$ cat config.mk
export PLATFORM = sky130hd
export DESIGN_NAME = rc4_decrypt_fsm
export DESIGN_NICKNAME = d
export VERILOG_FILES = /design/src/rtl/rc4_pkg.sv /design/src/rtl/rc4_decrypt_fsm.sv
export SDC_FILE = /design/constraint.sdc
export NUM_CORES = 1
export LEC_CHECK = 0
export CORE_AREA = 2 2 82 84
export CTS_CLUSTER_SIZE = 14
export DETAILED_ROUTE_END_ITERATION = 12
export DIE_AREA = 0 0 84 86
export MAX_ROUTING_LAYER = met4
export PLACE_DENSITY = 0.89
export SYNTH_ARGS = -nofsm -noshare
export SYNTH_HDL_FRONTEND = slang
export SYNTH_SLANG_ARGS = --single-unit
$ cat constraint.sdc
create_clock -name clk -period 3.35 [get_ports clk]
set_clock_uncertainty 0.2 [all_clocks]
set_input_delay 0.67 -clock clk [delete_from_list [all_inputs] [get_ports clk]]
set_output_delay 0.67 -clock clk [all_outputs]
set_load 0.01 [all_outputs]
$ cat src/rtl/rc4_pkg.sv
// rc4_pkg -- shared definitions for the RC4 memory handler and its requesters.
//   mem_sel encodings (same values on the handler side),
//   decrypt FSM state enum, default message length,
//   is_valid_char(): lowercase letter or space check on a decrypted byte.
package rc4_pkg;

    localparam logic [1:0] MEM_NONE = 2'b00;
    localparam logic [1:0] MEM_WORK = 2'b01;
    localparam logic [1:0] MEM_ROM  = 2'b10;
    localparam logic [1:0] MEM_DEC  = 2'b11;

    localparam int DEF_MSG_LEN = 32;

    typedef enum logic [3:0] {
        ST_IDLE,
        ST_INC_I,
        ST_RD_SI,
        ST_RD_SJ,
        ST_WR_I,
        ST_WR_J,
        ST_RD_F,
        ST_RD_ENC,
        ST_WR_DEC,
        ST_DONE
    } dec_state_e;

    function automatic logic is_valid_char(input logic [7:0] b);
        return ((b >= 8'h61) && (b <= 8'h7A)) || (b == 8'h20);
    endfunction

endpackage

$ cat src/rtl/rc4_decrypt_fsm.sv
// rc4_decrypt_fsm -- RC4 decrypt-stage requester.
// Generates the keystream from working RAM S (already shuffled), XORs it with
// each encrypted ROM byte and writes the result to decrypted-message RAM.
// Ports:
//   clk, rst_n      clock, asynchronous active-low reset
//   start           begin decryption (only looked at in IDLE)
//   busy            high in every non-IDLE state
//   mem_sel         target memory (MEM_NONE/WORK/ROM/DEC)
//   address, data   request address / write data
//   wren            one-cycle write strobe
//   rdata           read data returned by the handler
//   done            one-cycle completion pulse
//   fail            invalid decrypted character seen; held until next start
module rc4_decrypt_fsm
    import rc4_pkg::*;
#(
    parameter int MSG_LEN     = DEF_MSG_LEN,
    parameter int RD_LAT      = 2,
    parameter int CHECK_CHARS = 1
) (
    input  logic       clk,
    input  logic       rst_n,
    input  logic       start,
    output logic       busy,
    output logic [1:0] mem_sel,
    output logic [7:0] address,
    output logic [7:0] data,
    output logic       wren,
    input  logic [7:0] rdata,
    output logic       done,
    output logic       fail
);

    localparam int             CW      = (RD_LAT > 1) ? $clog2(RD_LAT) : 1;
    localparam logic [CW-1:0]  RD_LAST = CW'(RD_LAT - 1);
    localparam logic [4:0]     K_LAST  = 5'(MSG_LEN - 1);

    dec_state_e    state_q, state_d;
    logic [CW-1:0] cnt_q, cnt_d;
    logic [7:0]    i_q, i_d, j_q, j_d;
    logic [7:0]    si_q, si_d, sj_q, sj_d;
    logic [7:0]    f_q, f_d, enc_q, enc_d;
    logic [4:0]    k_q, k_d;
    logic          fail_q, fail_d;

    logic          rd_last;
    logic [7:0]    dec_byte;

    // Read states hold the address for RD_LAT cycles; rdata is used only
    // on the cycle where the wait counter reaches zero.
    assign rd_last  = (cnt_q == '0);
    assign dec_byte = f_q ^ enc_q;
    assign fail     = fail_q;

    always_ff @(posedge clk or negedge rst_n) begin
        if (!rst_n) begin
            state_q <= ST_IDLE;
            cnt_q   <= '0;
            i_q     <= '0;
            j_q     <= '0;
            si_q    <= '0;
            sj_q    <= '0;
            f_q     <= '0;
            enc_q   <= '0;
            k_q     <= '0;
            fail_q  <= 1'b0;
        end else begin
            state_q <= state_d;
            cnt_q   <= cnt_d;
            i_q     <= i_d;
            j_q     <= j_d;
            si_q    <= si_d;
            sj_q    <= sj_d;
            f_q     <= f_d;
            enc_q   <= enc_d;
            k_q     <= k_d;
            fail_q  <= fail_d;
        end
    end

    always_comb begin
        state_d = state_q;
        cnt_d   = cnt_q;
        i_d     = i_q;
        j_d     = j_q;
        si_d    = si_q;
        sj_d    = sj_q;
        f_d     = f_q;
        enc_d   = enc_q;
        k_d     = k_q;
        fail_d  = fail_q;
        busy    = (state_q != ST_IDLE);
        mem_sel = MEM_NONE;
        address = 8'h00;
        data    = 8'h00;
        wren    = 1'b0;
        done    = 1'b0;

        unique case (state_q)
            ST_IDLE: begin
                if (start) begin
                    i_d     = 8'h00;
                    j_d     = 8'h00;
                    k_d     = 5'd0;
                    fail_d  = 1'b0;
                    state_d = ST_INC_I;
                end
            end
            ST_INC_I: begin
                i_d     = i_q + 8'd1;
                cnt_d   = RD_LAST;
                state_d = ST_RD_SI;
            end
            ST_RD_SI: begin
                mem_sel = MEM_WORK;
                address = i_q;
                if (rd_last) begin
                    si_d    = rdata;
                    j_d     = j_q + rdata;
                    cnt_d   = RD_LAST;
                    state_d = ST_RD_SJ;
                end else begin
                    cnt_d = cnt_q - 1'b1;
                end
            end
            ST_RD_SJ: begin
                mem_sel = MEM_WORK;
                address = j_q;
                if (rd_last) begin
                    sj_d    = rdata;
                    state_d = ST_WR_I;
                end else begin
                    cnt_d = cnt_q - 1'b1;
                end
            end
            // Swap: i==j needs no special case since si==sj then.
            ST_WR_I: begin
                mem_sel = MEM_WORK;
                address = i_q;
                data    = sj_q;
                wren    = 1'b1;
                state_d = ST_WR_J;
            end
            ST_WR_J: begin
                mem_sel = MEM_WORK;
                address = j_q;
                data    = si_q;
                wren    = 1'b1;
                cnt_d   = RD_LAST;
                state_d = ST_RD_F;
            end
            ST_RD_F: begin
                mem_sel = MEM_WORK;
                address = si_q + sj_q;
                if (rd_last) begin
                    f_d     = rdata;
                    cnt_d   = RD_LAST;
                    state_d = ST_RD_ENC;
                end else begin
                    cnt_d = cnt_q - 1'b1;
                end
            end
            ST_RD_ENC: begin
                mem_sel = MEM_ROM;
                address = {3'b000, k_q};
                if (rd_last) begin
                    enc_d   = rdata;
                    state_d = ST_WR_DEC;
                end else begin
                    cnt_d = cnt_q - 1'b1;
                end
            end
            ST_WR_DEC: begin
                mem_sel = MEM_DEC;
                address = {3'b000, k_q};
                data    = dec_byte;
                wren    = 1'b1;
                // The failing byte itself is still written before aborting.
                if ((CHECK_CHARS != 0) && !is_valid_char(dec_byte)) begin
                    fail_d  = 1'b1;
                    state_d = ST_DONE;
                end else if (k_q == K_LAST) begin
                    state_d = ST_DONE;
                end else begin
                    k_d     = k_q + 5'd1;
                    state_d = ST_INC_I;
                end
            end
            ST_DONE: begin
                done    = 1'b1;
                state_d = ST_IDLE;
            end
            default: state_d = ST_IDLE;
        endcase
    end

endmodule
==> metrics.md <==
| Metric | Value |
|---|---|
| GR met3 Demand/Resource | between 4 and 5% |
| Final #Nets | about 440 |
| CP bufs+invs | 2 |
| ANT nets after route | 0 |
| Total CTS buffers | 9 |
| Initial antenna violation count | 0 |
| Ratio of cells with drive above 1 in the final layout | 16.8% |
| Fillers | 493 |
| VDD IR-drop max | just over 0.6 mV |
| Via count | between 3000 and 4000 |
| R2R depth | 8 |
| Largest net degree at the start of global routing | 34 |
| Max Clk Rate | just under 300 MHz |
| Antenna Cells | 0 |
| H-tree depth | 3 |
| All-Layer GR Usage | 26.0% |
| Area growth syn-to-layout | 18.4% |
| Multi-input logic area | roughly 2000 um2 |
| P_leak | about 1.9 nW |
| TritonCTS clock tree | done |
| Synth top area cells | dfrtp_1, mux2_2, ha_1, nand2_1, o21ai_0 |
| Levels on crit path | 7 |
| Hold Vio Cnt, Final | 0 |
| Status | finished, violations left |
| 1st-iter DRT viols | ~230 |
| Final period util | 100% |
| Seq cells post-synth | 59 |
| Slew headroom | about two fifths |
| Die footprint | ~7200 um2 |
| Final std cells w/o fill | slightly below 500 |
| Yosys cell types | 47 |
| Leading area contributor after synthesis | dfrtp_1 |
| Reg area | 1480 um2 |
| RR Endpoint | j_q[6]$_DFFE_PN0P_ |
| Vias in the first global route | ~2900 |
| Final core utilization | between 60 and 70% |
| Post-Syn Area | 3550 um2 |
| Yosys top cell area share | between 40% and 50% |
| Hold WC Path Type | input pin to async pin |
| Crit path max fanout | 4 |
| Core Footprint | 6280 um2 |
| DIE HEIGHT | approximately 86 um |
| R2r setup slk | roughly 990 ps |
| Place WS | approximately 33 ps |
| Placed Area | roughly 4000 um2 |
| EDFF count, synth | 0 |
| Vias per cell | 6.20 |
| Fin worst setup slack | -2.35 ps |
| DRC | 0 |
| Cells after DPL | around 470 |
| Final instance area | approximately 4200 um2 |
| Period minus WS final | around 3400 ps |
| Root Buffer Master | clkbuf_8 |
| CP required | 2480 ps |
| Syn Inst Count | between 300 and 400 |
| Maxcap violations | 0 |
| RSZ-0062 raised after global routing | true |
| Clk_lat worst skew | about 340 ps |
| Crit Path Category | register to primary output |
| Max-slew violations | 0 |
| Worst path max stage delay | 580 ps |
| 1st-pass router iterations | 5 |
| Top_reg_cell synth | dfrtp_1 |
| Worst reg2reg startpoint | j_q[0]$_DFFE_PN0P_ |
| Top Usage Layer GRT | met2 |
| I/O pin cnt | 33 |
| First-pass GRT wire length | 14.2 mm |
| Max Buffers Root-to-Sink | 2 |
| Synth warn | 0 |
| Part of the Yosys area used for sequential elements | between 40% and 50% |
| Asr flop ratio synth | 100% |
| GR Layer Usage met1 | approximately 34% |
| Final hold slack | 132 ps |
| Syn nets | ~400 |
| Endpoints failing setup | 1 |
| Clock transition at path regs | 70 ps |
| Placer's final routability congestion estimate | between 0.9 and 1 |
| Failing checks | negative setup slack |
| Post-DP HPWL | between 6 and 7 mm |
| Critical path's slowest cell | clkdlybuf4s50_1 |
| # port buffers | 32 |
| GRT Residual Overflow | 0 |
| Worst EP arrival | 2480 ps |
| CP top delay family | buffers and inverters |
| Syn_area_per_cell | roughly 9.9 um2 |
| Slew @ Worst Pin | 923 ps |
| PwrDens | approximately 1000 nW/um2 |
| # rows | 29 |
| Worst setup EP type | primary output |
| Die W | roughly 84 um |
| Clock Sinks | just under 60 |
| Routed Wire Length | around 8.6 mm |
| GR Layer Usage met2 | between 40% and 50% |
| CP Launch Type | register |
| Avg WL per Cell | between 15 and 20 um |
| Cells along the critical path | ha_1 > a21o_1 > a21oi_1 > buf_4 > xnor2_1 > o21ai_0 > clkdlybuf4s50_1 |
| Initial Util | between 50 and 60% |
cells in the mapped netlist, types with 9 or more instances:
cell / number
mux2_2: 22
xnor2_1: 9
nand3_1: 12
a22oi_1: 12
xor2_1: 14
a21oi_1: 10
nand2_1: 55
dfrtp_1: 59
o21ai_0: 25
ha_1: 17
nor2_1: 24
layer usage:
| layer | wire length [um] | up-vias | share of wire, % |
|---|---|---|---|
| met3 | 581 | 16 | 6.7 |
| met5 | 0 | - | 0 |
| met2 | 4150 | 140 | 48 |
| li1 | - | 1395 | - |
| met4 | 179 | 0 | 2.1 |
| met1 | 3700 | 1466 | 43 |
flip-flops by register name, summed over array words and instances, names as in the netlist:
signal	flops
si_q	8
enc_q	8
fail	1
sj_q	8
j_q	8
i_q	8
k_q	5
state_q	4
cnt_q	1
f_q	8
kinds of logic (layout without fill, tap and decap cells):
| logic type | after synthesis | count (layout) | share of synthesized area, % |
|---|---|---|---|
| buffers and inverters | 17 | 67 | 2.01 |
| AND/OR/NAND/NOR | 123 | 123 | 16.4 |
| XOR/XNOR | 23 | 23 | 5.68 |
| flip-flops | 59 | 59 | 41.6 |
| multiplexers | 37 | 37 | 11.5 |
| adder cells (fa/ha/maj) | 19 | 19 | 7.13 |
| AO/OA/AOI/OAI | 82 | 82 | 15.7 |
how the worst max path moves through the flow:
stage                        start         end
2_1_floorplan  si_q[0]$_DFFE_PN0P_  address[6]
3_3_place_gp   si_q[0]$_DFFE_PN0P_  address[6]
3_5_place_dp   si_q[0]$_DFFE_PN0P_  address[6]
4_1_cts        si_q[1]$_DFFE_PN0P_  address[7]
5_1_grt        si_q[0]$_DFFE_PN0P_  address[6]
6_report       si_q[1]$_DFFE_PN0P_  address[3]
placed cells by master, fill, tap and decap left out, types with 2 or more instances in the layout:
cell type and count:
a21o_1 8, a21oi_1 9, a221oi_1 2, a222oi_1 3, a22o_1 4, a22oi_1 12
a31oi_1 2, and3_1 3, buf_4 16, clkbuf_8 11, clkdlybuf4s50_1 26, clkinv_2 3
dfrtp_1 57, dfrtp_2 2, dlygate4sd2_1 3, fa_1 2, ha_1 16, inv_1 5
mux2_1 8, mux2_2 22, mux2i_1 7, nand2_1 55, nand2b_1 4, nand3_1 12
nand4_1 4, nor2_1 24, nor2b_1 4, nor3_1 4, nor3_2 2, o211ai_1 2
o21a_1 2, o21ai_0 23, o21ai_1 2, o21bai_1 2, o22ai_1 3, or4_1 2
xnor2_1 9, xor2_1 14
stage by stage:
| step | setup TNS (ps) | power [mW] |
|---|---|---|
| floorplan | 0 | 2.88 |
| global placement | 0 | 3.60 |
| detailed placement | 0 | 3.71 |
| CTS | 0 | 4.29 |
| global route | -178 | 4.64 |
| finish | -2.35 | 4.33 |
final cells by class:
cell class	instances	share of cell area, %
clock buffers	11	3.61
clock inverters	3	0.358
inverters	5	0.447
multi-input cells	284	47.9
flip-flops and latches	59	35.2
well taps	77	2.29
repair buffers	48	10.2
where the power goes:
| group | switching [mW] | internal (mW) |
|---|---|---|
| combinational | 1.24 | 1.15 |
| clock | 0.281 | 0.296 |
| sequential | 0.335 | 1.03 |
| total | 1.86 | 2.47 |
timing repair:
action / in CTS / in global routing
setup endpoints to repair: 16 / 8
buffers inserted: 0 / 2
pin swaps: 1 / 2
hold buffers: 0 / 0
gates resized for setup: 12 / 5
(Power assumes the default switching activity.)
